### config.mk
export PLATFORM = sky130hd
export DESIGN_NAME = sdpb_line_reader_flat
export DESIGN_NICKNAME = d
export VERILOG_FILES = /design/src/rtl/sdpb_line_reader_if.sv /design/src/rtl/sdpb_line_reader.sv /design/src/flat_wrapper.sv
export SDC_FILE = /design/constraint.sdc
export NUM_CORES = 1
export LEC_CHECK = 0
export CAP_MARGIN = 20
export CORE_MARGIN = 2
export CORE_UTILIZATION = 50
export CTS_CLUSTER_DIAMETER = 150
export DETAILED_ROUTE_END_ITERATION = 8
export DONT_BUFFER_PORTS = 1
export PLACE_DENSITY = 0.72
export SETUP_SLACK_MARGIN = 0.2
export SYNTH_ARGS = -nofsm -noshare
export SYNTH_HDL_FRONTEND = slang
export SYNTH_SLANG_ARGS = --single-unit
### constraint.sdc
create_clock -name clk -period 3.95 [get_ports clk]
set_input_delay 0.5925 -clock clk [delete_from_list [all_inputs] [get_ports clk]]
set_output_delay 0.5925 -clock clk [all_outputs]
set_load 0.03 [all_outputs]
### src/rtl/sdpb_line_reader_if.sv
// rtl/sdpb_line_reader_if.sv - buffer read port and pixel stream bundle for sdpb_line_reader
//
// Signals:
//   mem_adb   buffer word read address        (reader -> buffer)
//   mem_ceb   buffer read enable, one word/cy  (reader -> buffer)
//   mem_oce   buffer output-register enable    (reader -> buffer)
//   mem_dout  buffer read data, 2-cycle latency (buffer -> reader)
//   pix_data  RGB565 pixel                     (reader -> sink)
//   pix_valid pixel valid                      (reader -> sink)
//   pix_last  final pixel of the run           (reader -> sink)
//   pix_ready sink accepts pixel               (sink -> reader)
// Modports: master = the reader, slave = buffer plus pixel sink.

interface sdpb_line_reader_if #(
    parameter int ADDR_W = 10
);
    logic [ADDR_W-1:0] mem_adb;
    logic              mem_ceb;
    logic              mem_oce;
    logic [31:0]       mem_dout;
    logic [15:0]       pix_data;
    logic              pix_valid;
    logic              pix_last;
    logic              pix_ready;

    modport master (
        output mem_adb, mem_ceb, mem_oce,
        input  mem_dout,
        output pix_data, pix_valid, pix_last,
        input  pix_ready
    );

    modport slave (
        input  mem_adb, mem_ceb, mem_oce,
        output mem_dout,
        input  pix_data, pix_valid, pix_last,
        output pix_ready
    );
endinterface

### src/rtl/sdpb_line_reader.sv
// rtl/sdpb_line_reader.sv - drains a run of 32-bit line-buffer words as a 16-bit RGB565 pixel stream
//
// Fetches word_count words starting at base_addr from the simple dual-port
// line buffer (2-cycle read latency), queues them in a small word FIFO and
// emits two pixels per word with valid/ready backpressure.
//
// Parameters:
//   ADDR_W      buffer word-address width (depth 2^ADDR_W)
//   FIFO_DEPTH  word FIFO entries, power of two, >= 3 for full throughput
// Ports:
//   clk, reset_n          clock (also the buffer's clkb), async active-low reset
//   start                 one-cycle run request, ignored while busy
//   base_addr, word_count run descriptor, sampled when start is accepted
//   busy                  run in progress, up to and including the done cycle
//   done                  one-cycle pulse after the last pixel handshake
//   bus                   sdpb_line_reader_if master: buffer read port + pixel stream
// Build option:
//   SDPB_LINE_READER_HI_FIRST_EN  emit the high half of each word first

module sdpb_line_reader #(
    parameter int ADDR_W     = 10,
    parameter int FIFO_DEPTH = 4
) (
    input  logic                clk,
    input  logic                reset_n,
    input  logic                start,
    input  logic [ADDR_W-1:0]   base_addr,
    input  logic [ADDR_W:0]     word_count,
    output logic                busy,
    output logic                done,
    sdpb_line_reader_if.master  bus
);

    localparam int PTR_W = $clog2(FIFO_DEPTH);
    localparam int CNT_W = PTR_W + 1;

    typedef enum logic [1:0] {
        IDLE  = 2'd0,
        FETCH = 2'd1,
        FLUSH = 2'd2,
        DONE  = 2'd3
    } state_t;

    state_t              state_q, state_d;
    logic                busy_q, busy_d;
    logic                done_q, done_d;
    logic [ADDR_W-1:0]   addr_q, addr_d;
    logic [ADDR_W:0]     remain_q, remain_d;

    // Read pipeline: stage 1 = request issued last cycle, stage 2 = data on mem_dout now.
    logic                s1_v_q, s1_v_d, s1_last_q, s1_last_d;
    logic                s2_v_q, s2_v_d, s2_last_q, s2_last_d;

    // Word FIFO; bit 32 tags the final word of the run.
    logic [32:0]         fifo_mem_q [FIFO_DEPTH];
    logic [PTR_W-1:0]    wr_ptr_q, wr_ptr_d;
    logic [PTR_W-1:0]    rd_ptr_q, rd_ptr_d;
    logic [CNT_W-1:0]    count_q, count_d;

    // Unpacker half select: 0 = first half of the head word, 1 = second half.
    logic                half_q, half_d;

    logic [CNT_W:0]      credit_used;
    logic                issue;
    logic                push;
    logic                pop;
    logic                hs;
    logic                head_valid;
    logic [32:0]         head_word;
    logic [15:0]         first_half;
    logic [15:0]         second_half;

    // Words already in the FIFO plus words still in the read pipeline must
    // never exceed the FIFO size, so an issued read always has a slot waiting.
    assign credit_used = {1'b0, count_q} + (CNT_W+1)'(s1_v_q) + (CNT_W+1)'(s2_v_q);
    assign issue       = (state_q == FETCH) && (credit_used < (CNT_W+1)'(FIFO_DEPTH));
    assign push        = s2_v_q;

    assign head_valid  = (count_q != '0);
    assign head_word   = fifo_mem_q[rd_ptr_q];
    assign hs          = head_valid && bus.pix_ready;
    // The head word leaves the FIFO as its second half is accepted, so the
    // next word is presented in the following cycle without a bubble.
    assign pop         = hs && half_q;

`ifdef SDPB_LINE_READER_HI_FIRST_EN
    assign first_half  = head_word[31:16];
    assign second_half = head_word[15:0];
`else
    assign first_half  = head_word[15:0];
    assign second_half = head_word[31:16];
`endif

    assign bus.mem_adb   = addr_q;
    assign bus.mem_ceb   = issue;
    assign bus.mem_oce   = 1'b1;
    // Data is forced to zero when idle so stale FIFO contents never show.
    assign bus.pix_valid = head_valid;
    assign bus.pix_data  = head_valid ? (half_q ? second_half : first_half) : 16'h0000;
    assign bus.pix_last  = head_valid && half_q && head_word[32];

    assign busy = busy_q;
    assign done = done_q;

    always_comb begin
        state_d  = state_q;
        busy_d   = busy_q;
        done_d   = 1'b0;
        addr_d   = addr_q;
        remain_d = remain_q;

        if (issue) begin
            addr_d   = addr_q + ADDR_W'(1);
            remain_d = remain_q - (ADDR_W+1)'(1);
        end

        unique case (state_q)
            IDLE: begin
                if (start) begin
                    busy_d   = 1'b1;
                    addr_d   = base_addr;
                    remain_d = word_count;
                    state_d  = (word_count == '0) ? DONE : FETCH;
                end
            end
            FETCH: begin
                if (issue && (remain_q == (ADDR_W+1)'(1))) begin
                    state_d = FLUSH;
                end
            end
            FLUSH: begin
                // Leave on the handshake that empties the last word, so done
                // lands in the very next cycle.
                if (!s1_v_q && !s2_v_q &&
                    ((count_q == '0) || ((count_q == CNT_W'(1)) && pop))) begin
                    state_d = DONE;
                    done_d  = 1'b1;
                end
            end
            DONE: begin
                // A zero-length run arrives here without done set; it pulses
                // done one cycle later so the pulse always leaves DONE.
                if (done_q) begin
                    state_d = IDLE;
                    busy_d  = 1'b0;
                end else begin
                    done_d  = 1'b1;
                end
            end
            default: begin
                state_d = IDLE;
                busy_d  = 1'b0;
            end
        endcase
    end

    always_comb begin
        s1_v_d    = issue;
        s1_last_d = issue && (remain_q == (ADDR_W+1)'(1));
        s2_v_d    = s1_v_q;
        s2_last_d = s1_last_q;
        wr_ptr_d  = wr_ptr_q + PTR_W'(push);
        rd_ptr_d  = rd_ptr_q + PTR_W'(pop);
        count_d   = count_q + CNT_W'(push) - CNT_W'(pop);
        half_d    = hs ? ~half_q : half_q;
    end

    always_ff @(posedge clk or negedge reset_n) begin
        if (!reset_n) begin
            state_q  <= IDLE;
            busy_q   <= 1'b0;
            done_q   <= 1'b0;
            addr_q   <= '0;
            remain_q <= '0;
        end else begin
            state_q  <= state_d;
            busy_q   <= busy_d;
            done_q   <= done_d;
            addr_q   <= addr_d;
            remain_q <= remain_d;
        end
    end

    always_ff @(posedge clk or negedge reset_n) begin
        if (!reset_n) begin
            s1_v_q    <= 1'b0;
            s1_last_q <= 1'b0;
            s2_v_q    <= 1'b0;
            s2_last_q <= 1'b0;
            wr_ptr_q  <= '0;
            rd_ptr_q  <= '0;
            count_q   <= '0;
            half_q    <= 1'b0;
        end else begin
            s1_v_q    <= s1_v_d;
            s1_last_q <= s1_last_d;
            s2_v_q    <= s2_v_d;
            s2_last_q <= s2_last_d;
            wr_ptr_q  <= wr_ptr_d;
            rd_ptr_q  <= rd_ptr_d;
            count_q   <= count_d;
            half_q    <= half_d;
        end
    end

    // Storage only; validity comes from count_q, so no reset is needed.
    always_ff @(posedge clk) begin
        if (push) begin
            fifo_mem_q[wr_ptr_q] <= {s2_last_q, bus.mem_dout};
        end
    end

endmodule

### src/flat_wrapper.sv
// flat-port wrapper written by rule: the top's interface ports become plain ports
module sdpb_line_reader_flat 
#(
    parameter int ADDR_W     = 10,
    parameter int FIFO_DEPTH = 4
)
  (clk, reset_n, start, base_addr, word_count, busy, done, bus_mem_adb, bus_mem_ceb, bus_mem_oce, bus_mem_dout, bus_pix_data, bus_pix_valid, bus_pix_last, bus_pix_ready);
  sdpb_line_reader_if #(.ADDR_W(ADDR_W)) bus_i ();
  input  logic clk;
  input  logic reset_n;
  input  logic start;
  input  logic [ADDR_W-1:0] base_addr;
  input  logic [ADDR_W:0] word_count;
  output logic busy;
  output logic done;
  output wire logic [$bits(bus_i.mem_adb)-1:0] bus_mem_adb;
  output wire logic [$bits(bus_i.mem_ceb)-1:0] bus_mem_ceb;
  output wire logic [$bits(bus_i.mem_oce)-1:0] bus_mem_oce;
  input wire logic [$bits(bus_i.mem_dout)-1:0] bus_mem_dout;
  output wire logic [$bits(bus_i.pix_data)-1:0] bus_pix_data;
  output wire logic [$bits(bus_i.pix_valid)-1:0] bus_pix_valid;
  output wire logic [$bits(bus_i.pix_last)-1:0] bus_pix_last;
  input wire logic [$bits(bus_i.pix_ready)-1:0] bus_pix_ready;
  assign bus_mem_adb = bus_i.mem_adb;
  assign bus_mem_ceb = bus_i.mem_ceb;
  assign bus_mem_oce = bus_i.mem_oce;
  assign bus_i.mem_dout = bus_mem_dout;
  assign bus_pix_data = bus_i.pix_data;
  assign bus_pix_valid = bus_i.pix_valid;
  assign bus_pix_last = bus_i.pix_last;
  assign bus_i.pix_ready = bus_pix_ready;
  sdpb_line_reader #(.ADDR_W(ADDR_W), .FIFO_DEPTH(FIFO_DEPTH)) u_core (.clk(clk), .reset_n(reset_n), .start(start), .base_addr(base_addr), .word_count(word_count), .busy(busy), .done(done), .bus(bus_i));
endmodule
Word-level counts from Yosys, hierarchy flattened. Memories as Yosys holds them, arrays and structs flattened. Index checks and enable logic that the tools add are counted.

Order comparisons: 1. $add $sub $neg: 8. Mux-type cells: 22. Eq/ne operators: 9. Bitwise logic cells: 1. Reduce and logical (&&, ||, !) cells: 19.

Operators by type and width (number): 11-bit two-way mux (3); 16-bit two-way mux (2); 10-bit two-way mux (3); 11-bit by 1-bit == test with 1-bit output (second input constant) (1); 11-bit zero test (1); 11-bit by 1-bit subtractor with 11-bit output (second input constant) (1); 10-bit by 1-bit adder with 10-bit output (second input constant) (1); 2-bit two-way mux (5); 1-bit logical AND (9); 2-bit case mux with 4 select lines (1); 1-bit two-way mux (6); 2-bit by 1-bit inequality test with 1-bit output (second input constant) (3); 2-bit by 1-bit adder with 2-bit output (2); 3-bit by 1-bit adder with 4-bit output (1); 4-bit by 1-bit adder with 4-bit output (1); 2-bit == test (second input constant) (2); 4-bit by 3-bit < comparator with 1-bit output (second input constant) (1); 1-bit case mux with 2 select lines (2); 4-bit AND reduction (1); 3-bit by 1-bit adder with 3-bit output (1); 3-bit by 1-bit == test with 1-bit output (second input constant) (1); 3-bit zero test (1); 3-bit AND reduction (1); 3-bit nonzero test (1); other kinds (8) (9).

Word-level logic and storage cells: 74. Output and inout bits: 32. Memories kept: 1. Flip-flop bits (word level): 37. Bits of input ports: 57. Bits in writable memories: 132.

Memory list: u_core.fifo_mem_q (words 4, bits a word 33, rd ports 1, clocked after memory_dff 0, wr ports 1, RTL line sdpb_line_reader.sv:55) `logic [32:0] fifo_mem_q [FIFO_DEPTH];`.

Depth between registers and ports, before layout.
Word-level depth: 8. Mapped depth: 8. Depth with buffers taken out: 7.

Least setup slack after synthesis. Ideal clock, no wire load.

Path kind: register to register. Start point: register u_core.s2_v_q (netlist: u_core.push). End point: memory u_core.fifo_mem_q[0][0], enable pin. Setup slack: 0.569 ns. Arrival: 2.910 ns. Buffers on the path: 0. Period minus slack after synthesis: 3.381 ns. Library setup time: 0.471 ns. Cell stages (with the launch flop): 2. Required time: 3.479 ns. Path through: dfrtp_1 nor3b_1.

Longest elaborated chain between the ends: 2.

Ends and longest elaborated chain: start, declared (RTL line sdpb_line_reader.sv:52) `logic s2_v_q, s2_v_d, s2_last_q, s2_last_d;`; start signal, assigned (RTL line sdpb_line_reader.sv:197) `s2_v_q <= s2_v_d;`; 1-bit two-way mux (RTL line sdpb_line_reader.sv:208) `if (push) begin`; 1-bit two-way mux (not written as such) (RTL line sdpb_line_reader.sv:209) `fifo_mem_q[wr_ptr_q] <= {s2_last_q, bus.mem_dout};`; end, declared (RTL line sdpb_line_reader.sv:55).

No other way between the ends.

Final worst setup path.
Start point: register u_core.s2_v_q (netlist: u_core.push). End point: output port bus_mem_ceb.

Longest elaborated chain between the ends: 3.

Ends and longest elaborated chain: 4-bit by 1-bit adder with 4-bit output (RTL line sdpb_line_reader.sv:75) `assign credit_used = {1'b0, count_q} + (CNT_W+1)'(s1_v_q) + (CNT_W+1)'(s2_v_q);`; 4-bit by 3-bit < comparator with 1-bit output (RTL line sdpb_line_reader.sv:76) `assign issue = (state_q == FETCH) && (credit_used < (CNT_W+1)'(FIFO_DEPTH));`; 1-bit logical AND (RTL line sdpb_line_reader.sv:76); end, declared (RTL line flat_wrapper.sv:17) `output wire logic [$bits(bus_i.mem_ceb)-1:0] bus_mem_ceb;`.

No other way between the ends.

==> summary.json <==
{
  "floorplan.rows": {"value": 43},
  "complex_gate_fraction_of_the_synthesized_area": {"value": 4.05, "unit": "%"},
  "unrepaired_setup_endpoints_after_global_routing": {"value": "no"},
  "slew-limit-headroom": {"value": 27.7, "unit": "%"},
  "grt-ovfl-total": {"value": 0},
  "final_nets": {"value": 506},
  "num_antenna_cells": {"value": 0},
  "synth-xor-area-share": {"value": 2.60, "unit": "%"},
  "fin_tns_setup": {"value": 0, "unit": "ns"},
  "static-leakage-power": {"value": 0.00275, "unit": "uW"},
  "post_cts_hold_buffer_count": {"value": 2},
  "critical_path.max_fanout": {"value": 17},
  "post_synth_inst_count": {"value": 426},
  "vias": {"value": 3572},
  "pin_count_of_the_biggest_net_entering_global_routing": {"value": 38},
  "coreArea": {"value": 13800, "unit": "sq um"},
  "place_area": {"value": 7290, "unit": "sq um"},
  "starting_density_of_the_core": {"value": 51.1, "unit": "%"},
  "place.detailed.hpwl": {"value": 7790, "unit": "um"},
  "total_routed_length": {"value": 12800, "unit": "um"},
  "synth_edf_count": {"value": 132},
  "max_slew.worst_pin.slew": {"value": 1.08, "unit": "ns"},
  "worstPathArrival": {"value": 2.48, "unit": "ns"},
  "fmax": {"value": 325, "unit": "MHz"},
  "syn_avg_cell_area": {"value": 16.6, "unit": "sq um"},
  "synth_top_family_by_area": {"value": "multiplexers"},
  "hold_worst_slack": {"value": 0.257, "unit": "ns"},
  "grt_pass1_wl": {"value": 20000, "unit": "um"},
  "routabilityCongestion": {"value": 0.799},
  "holdCritPathClass": {"value": "in2reg"},
  "critPathCaptureType": {"value": "output pin"},
  "tritoncts_num_sinks": {"value": 169},
  "cts_tree": {"value": "built"},
  "worst-endpoint-required": {"value": 3.36, "unit": "ns"},
  "design.die.area": {"value": 15100, "unit": "sq um"},
  "cts_post_setup_buffers_inserted": {"value": 0},
  "clkTransAtPathRegs": {"value": 0.07, "unit": "ns"},
  "htree_levels": {"value": 4},
  "clock_insertion_delay_worst_skew": {"value": 0.43, "unit": "ns"},
  "fraction_of_layout_instances_using_a_drive_strength_above_1": {"value": 18.5, "unit": "%"},
  "synth_area": {"value": 7070, "unit": "sq um"},
  "die-width": {"value": 123, "unit": "um"},
  "grt_antenna_before_repair": {"value": 0},
  "skew": {"value": 0.0118, "unit": "ns"},
  "cts_made_buffers": {"value": 17},
  "clk_root_buf": {"value": "sky130_fd_sc_hd__clkbuf_16"},
  "outcome": {"value": "finished clean"},
  "initialDrtViolationCount": {"value": 230},
  "pin_count": {"value": 89},
  "report.final.slew_viol_count": {"value": 0},
  "timing.max_cap.violations": {"value": 0},
  "power.ir.vdd_worst": {"value": 0.441, "unit": "mV"},
  "die_y": {"value": 123, "unit": "um"},
  "routed_wire_length_per_instance": {"value": 20.3, "unit": "um"},
  "power_density": {"value": 844, "unit": "nW/um^2"},
  "post_synth_mux_area_share": {"value": 13.5, "unit": "%"},
  "post-route-cell-area": {"value": 7950, "unit": "sq um"},
  "dominantRegCellSynth": {"value": "sky130_fd_sc_hd__edfxtp_1"},
  "global_route.usage.total": {"value": 18.1, "unit": "%"},
  "finalCritPeriodShare": {"value": 77.8, "unit": "%"},
  "post_synth_num_cell_types": {"value": 46},
  "finalCoreUtilization": {"value": 57.5, "unit": "%"},
  "layout_min_cycle_time": {"value": 3.07, "unit": "ns"},
  "timing_hold_violations_final": {"value": 0},
  "critPathKind": {"value": "reg2out"},
  "warnings_synthesis": {"value": 0},
  "area_delta_synth_final": {"value": 12.5, "unit": "%"},
  "synth_async_sr_flop_share": {"value": 21.9, "unit": "%"},
  "first_global_vias": {"value": 3826},
  "via_per_inst": {"value": 5.69},
  "timing.final.setup_violations": {"value": 0},
  "flip_flop_and_latch_count_after_synthesis": {"value": 169},
  "max-clock-path-buffers": {"value": 2},
  "synthAdderAreaFrac": {"value": 2.58, "unit": "%"},
  "number_of_antenna_violating_nets_in_the_routed_design": {"value": 0},
  "cts_resized": {"value": 0},
  "synth-simple-area-share": {"value": 6.16, "unit": "%"},
  "startpoint_type": {"value": "flop"},
  "post-route-drc-count": {"value": 0},
  "synth_sequential_area_ratio": {"value": 69.1, "unit": "%"},
  "count_of_tritonroute_iterations_in_the_first_routing_pass": {"value": 4},
  "input_output_buffers": {"value": 0},
  "syn-num-nets": {"value": 497}
}
==> layout make-up <==
cell class | instances | area, sq um
multi-input cells | 225 | 2070
fillers | 1016 | 5870
clock buffers | 23 | 468
repair buffers | 10 | 143
well taps | 180 | 225
inverters | 12 | 45.0
clock inverters | 9 | 114
flip-flops and latches | 169 | 4890
==> registers in the layout, summed over array words and instances, names as in the netlist <==
| register | cells |
|---|---|
| u_core.bus.mem_adb | 10 |
| u_core.busy | 1 |
| u_core.count_q | 3 |
| u_core.done | 1 |
| u_core.fifo_mem_q | 132 |
| u_core.half_q | 1 |
| u_core.push | 1 |
| u_core.rd_ptr_q | 2 |
| u_core.remain_q | 11 |
| u_core.s1_last_q | 1 |
| u_core.s1_v_q | 1 |
| u_core.s2_last_q | 1 |
| u_core.state_q | 2 |
| u_core.wr_ptr_q | 2 |
==> final timing paths <==
path	startpoint	endpoint	slack, ns	cells past startpoint
worst max-delay path	u_core.push$_DFF_PN0_	bus_mem_ceb	0.88	5
worst min-delay path	bus_mem_dout[9]	u_core.fifo_mem_q[0][9]$_DFFE_PP_	0.26	0
worst max register to register	u_core.half_q$_DFFE_PN0N_	u_core.count_q[2]$_DFF_PN0_	1.52	7
worst min register to register	u_core.s1_last_q$_DFF_PN0_	u_core.s2_last_q$_DFF_PN0_	0.34	0
max in group asynchronous	reset_n	u_core.rd_ptr_q[0]$_DFF_PN0_	3.10	2
min in group asynchronous	reset_n	u_core.remain_q[6]$_DFF_PN0_	0.65	2
==> where the power goes <==
group | internal (uW) | total (uW) | switching, uW
sequential | 2470 | 2940 | 468
clock | 970 | 1620 | 654
combinational | 840 | 2150 | 1310
==> stage by stage <==
step / power (uW) / worst slack (ns) / std cells
global route: 7070 / 0.697 / 628
floorplan: 4640 / 0.569 / 426
detailed placement: 5120 / 1.33 / 592
global placement: 5060 / 1.32 / 592
CTS: 6780 / 0.799 / 626
finish: 6720 / 0.878 / 628
==> Yosys cell counts, types with 2 or more instances <==
| cell type | number | share of area (%) |
|---|---|---|
| sky130_fd_sc_hd__mux2i_1 | 19 | 2.7 |
| sky130_fd_sc_hd__inv_1 | 12 | 0.64 |
| sky130_fd_sc_hd__or4_1 | 2 | 0.21 |
| sky130_fd_sc_hd__nand3_1 | 4 | 0.28 |
| sky130_fd_sc_hd__o21ai_1 | 4 | 0.28 |
| sky130_fd_sc_hd__ha_1 | 13 | 2.3 |
| sky130_fd_sc_hd__o2111ai_1 | 3 | 0.37 |
| sky130_fd_sc_hd__nor3b_1 | 2 | 0.21 |
| sky130_fd_sc_hd__edfxtp_1 | 132 | 56 |
| sky130_fd_sc_hd__a21oi_1 | 3 | 0.21 |
| sky130_fd_sc_hd__or3_1 | 2 | 0.18 |
| sky130_fd_sc_hd__nor3_1 | 3 | 0.21 |
| sky130_fd_sc_hd__mux4_2 | 33 | 11 |
| sky130_fd_sc_hd__dfrtp_1 | 37 | 13 |
| sky130_fd_sc_hd__a31oi_1 | 2 | 0.18 |
| sky130_fd_sc_hd__o21ai_0 | 22 | 1.6 |
| sky130_fd_sc_hd__and2_1 | 2 | 0.18 |
| sky130_fd_sc_hd__o211ai_1 | 6 | 0.64 |
| sky130_fd_sc_hd__clkbuf_1 | 11 | 0.58 |
| sky130_fd_sc_hd__nand2_1 | 28 | 1.5 |
| sky130_fd_sc_hd__nor4_1 | 6 | 0.53 |
| sky130_fd_sc_hd__xor2_1 | 17 | 2.1 |
| sky130_fd_sc_hd__buf_2 | 8 | 0.57 |
| sky130_fd_sc_hd__nor2_1 | 27 | 1.4 |
| sky130_fd_sc_hd__xnor2_1 | 4 | 0.50 |
| sky130_fd_sc_hd__and3_1 | 4 | 0.35 |
==> critical path, stage by stage (launching register included) <==
cell,delay [ns]
sky130_fd_sc_hd__dfrtp_1,0.45
sky130_fd_sc_hd__ha_1,0.34
sky130_fd_sc_hd__a21oi_2,0.21
sky130_fd_sc_hd__mux2i_4,0.54
sky130_fd_sc_hd__o21ai_2,0.23
sky130_fd_sc_hd__inv_1,0.28
==> per-layer routing <==
layer,global-route usage (%),wire length (um),share of wire (%),vias to the layer above
li1,-,-,-,1657
met1,21.9,5250,41,1800
met2,30.1,6430,50,102
met3,7.01,979,7.7,13
met4,6.03,120,0.94,0
met5,0,0,0,-
==> kinds of logic after synthesis <==
family / Yosys count
buffers and inverters: 32
XOR/XNOR: 21
other: 1
AND/OR/NAND/NOR: 89
AO/OA/AOI/OAI: 47
flip-flops: 169
adder cells (fa/ha/maj): 14
multiplexers: 53
==> placed cells by master (no fill, tap or decap), types with 5 or more instances in the layout <==
cell type / Yosys / final
sky130_fd_sc_hd__buf_4: 1 / 5
sky130_fd_sc_hd__clkbuf_16: 0 / 17
sky130_fd_sc_hd__dfrtp_1: 37 / 36
sky130_fd_sc_hd__edfxtp_1: 132 / 132
sky130_fd_sc_hd__ha_1: 13 / 13
sky130_fd_sc_hd__inv_1: 12 / 12
sky130_fd_sc_hd__mux2i_1: 19 / 19
sky130_fd_sc_hd__mux4_2: 33 / 33
sky130_fd_sc_hd__nand2_1: 28 / 28
sky130_fd_sc_hd__nor2_1: 27 / 26
sky130_fd_sc_hd__nor4_1: 6 / 6
sky130_fd_sc_hd__o211ai_1: 6 / 6
sky130_fd_sc_hd__o21ai_0: 22 / 22
sky130_fd_sc_hd__xor2_1: 17 / 17
No activity file was read; power rests on OpenSTA's default activity.
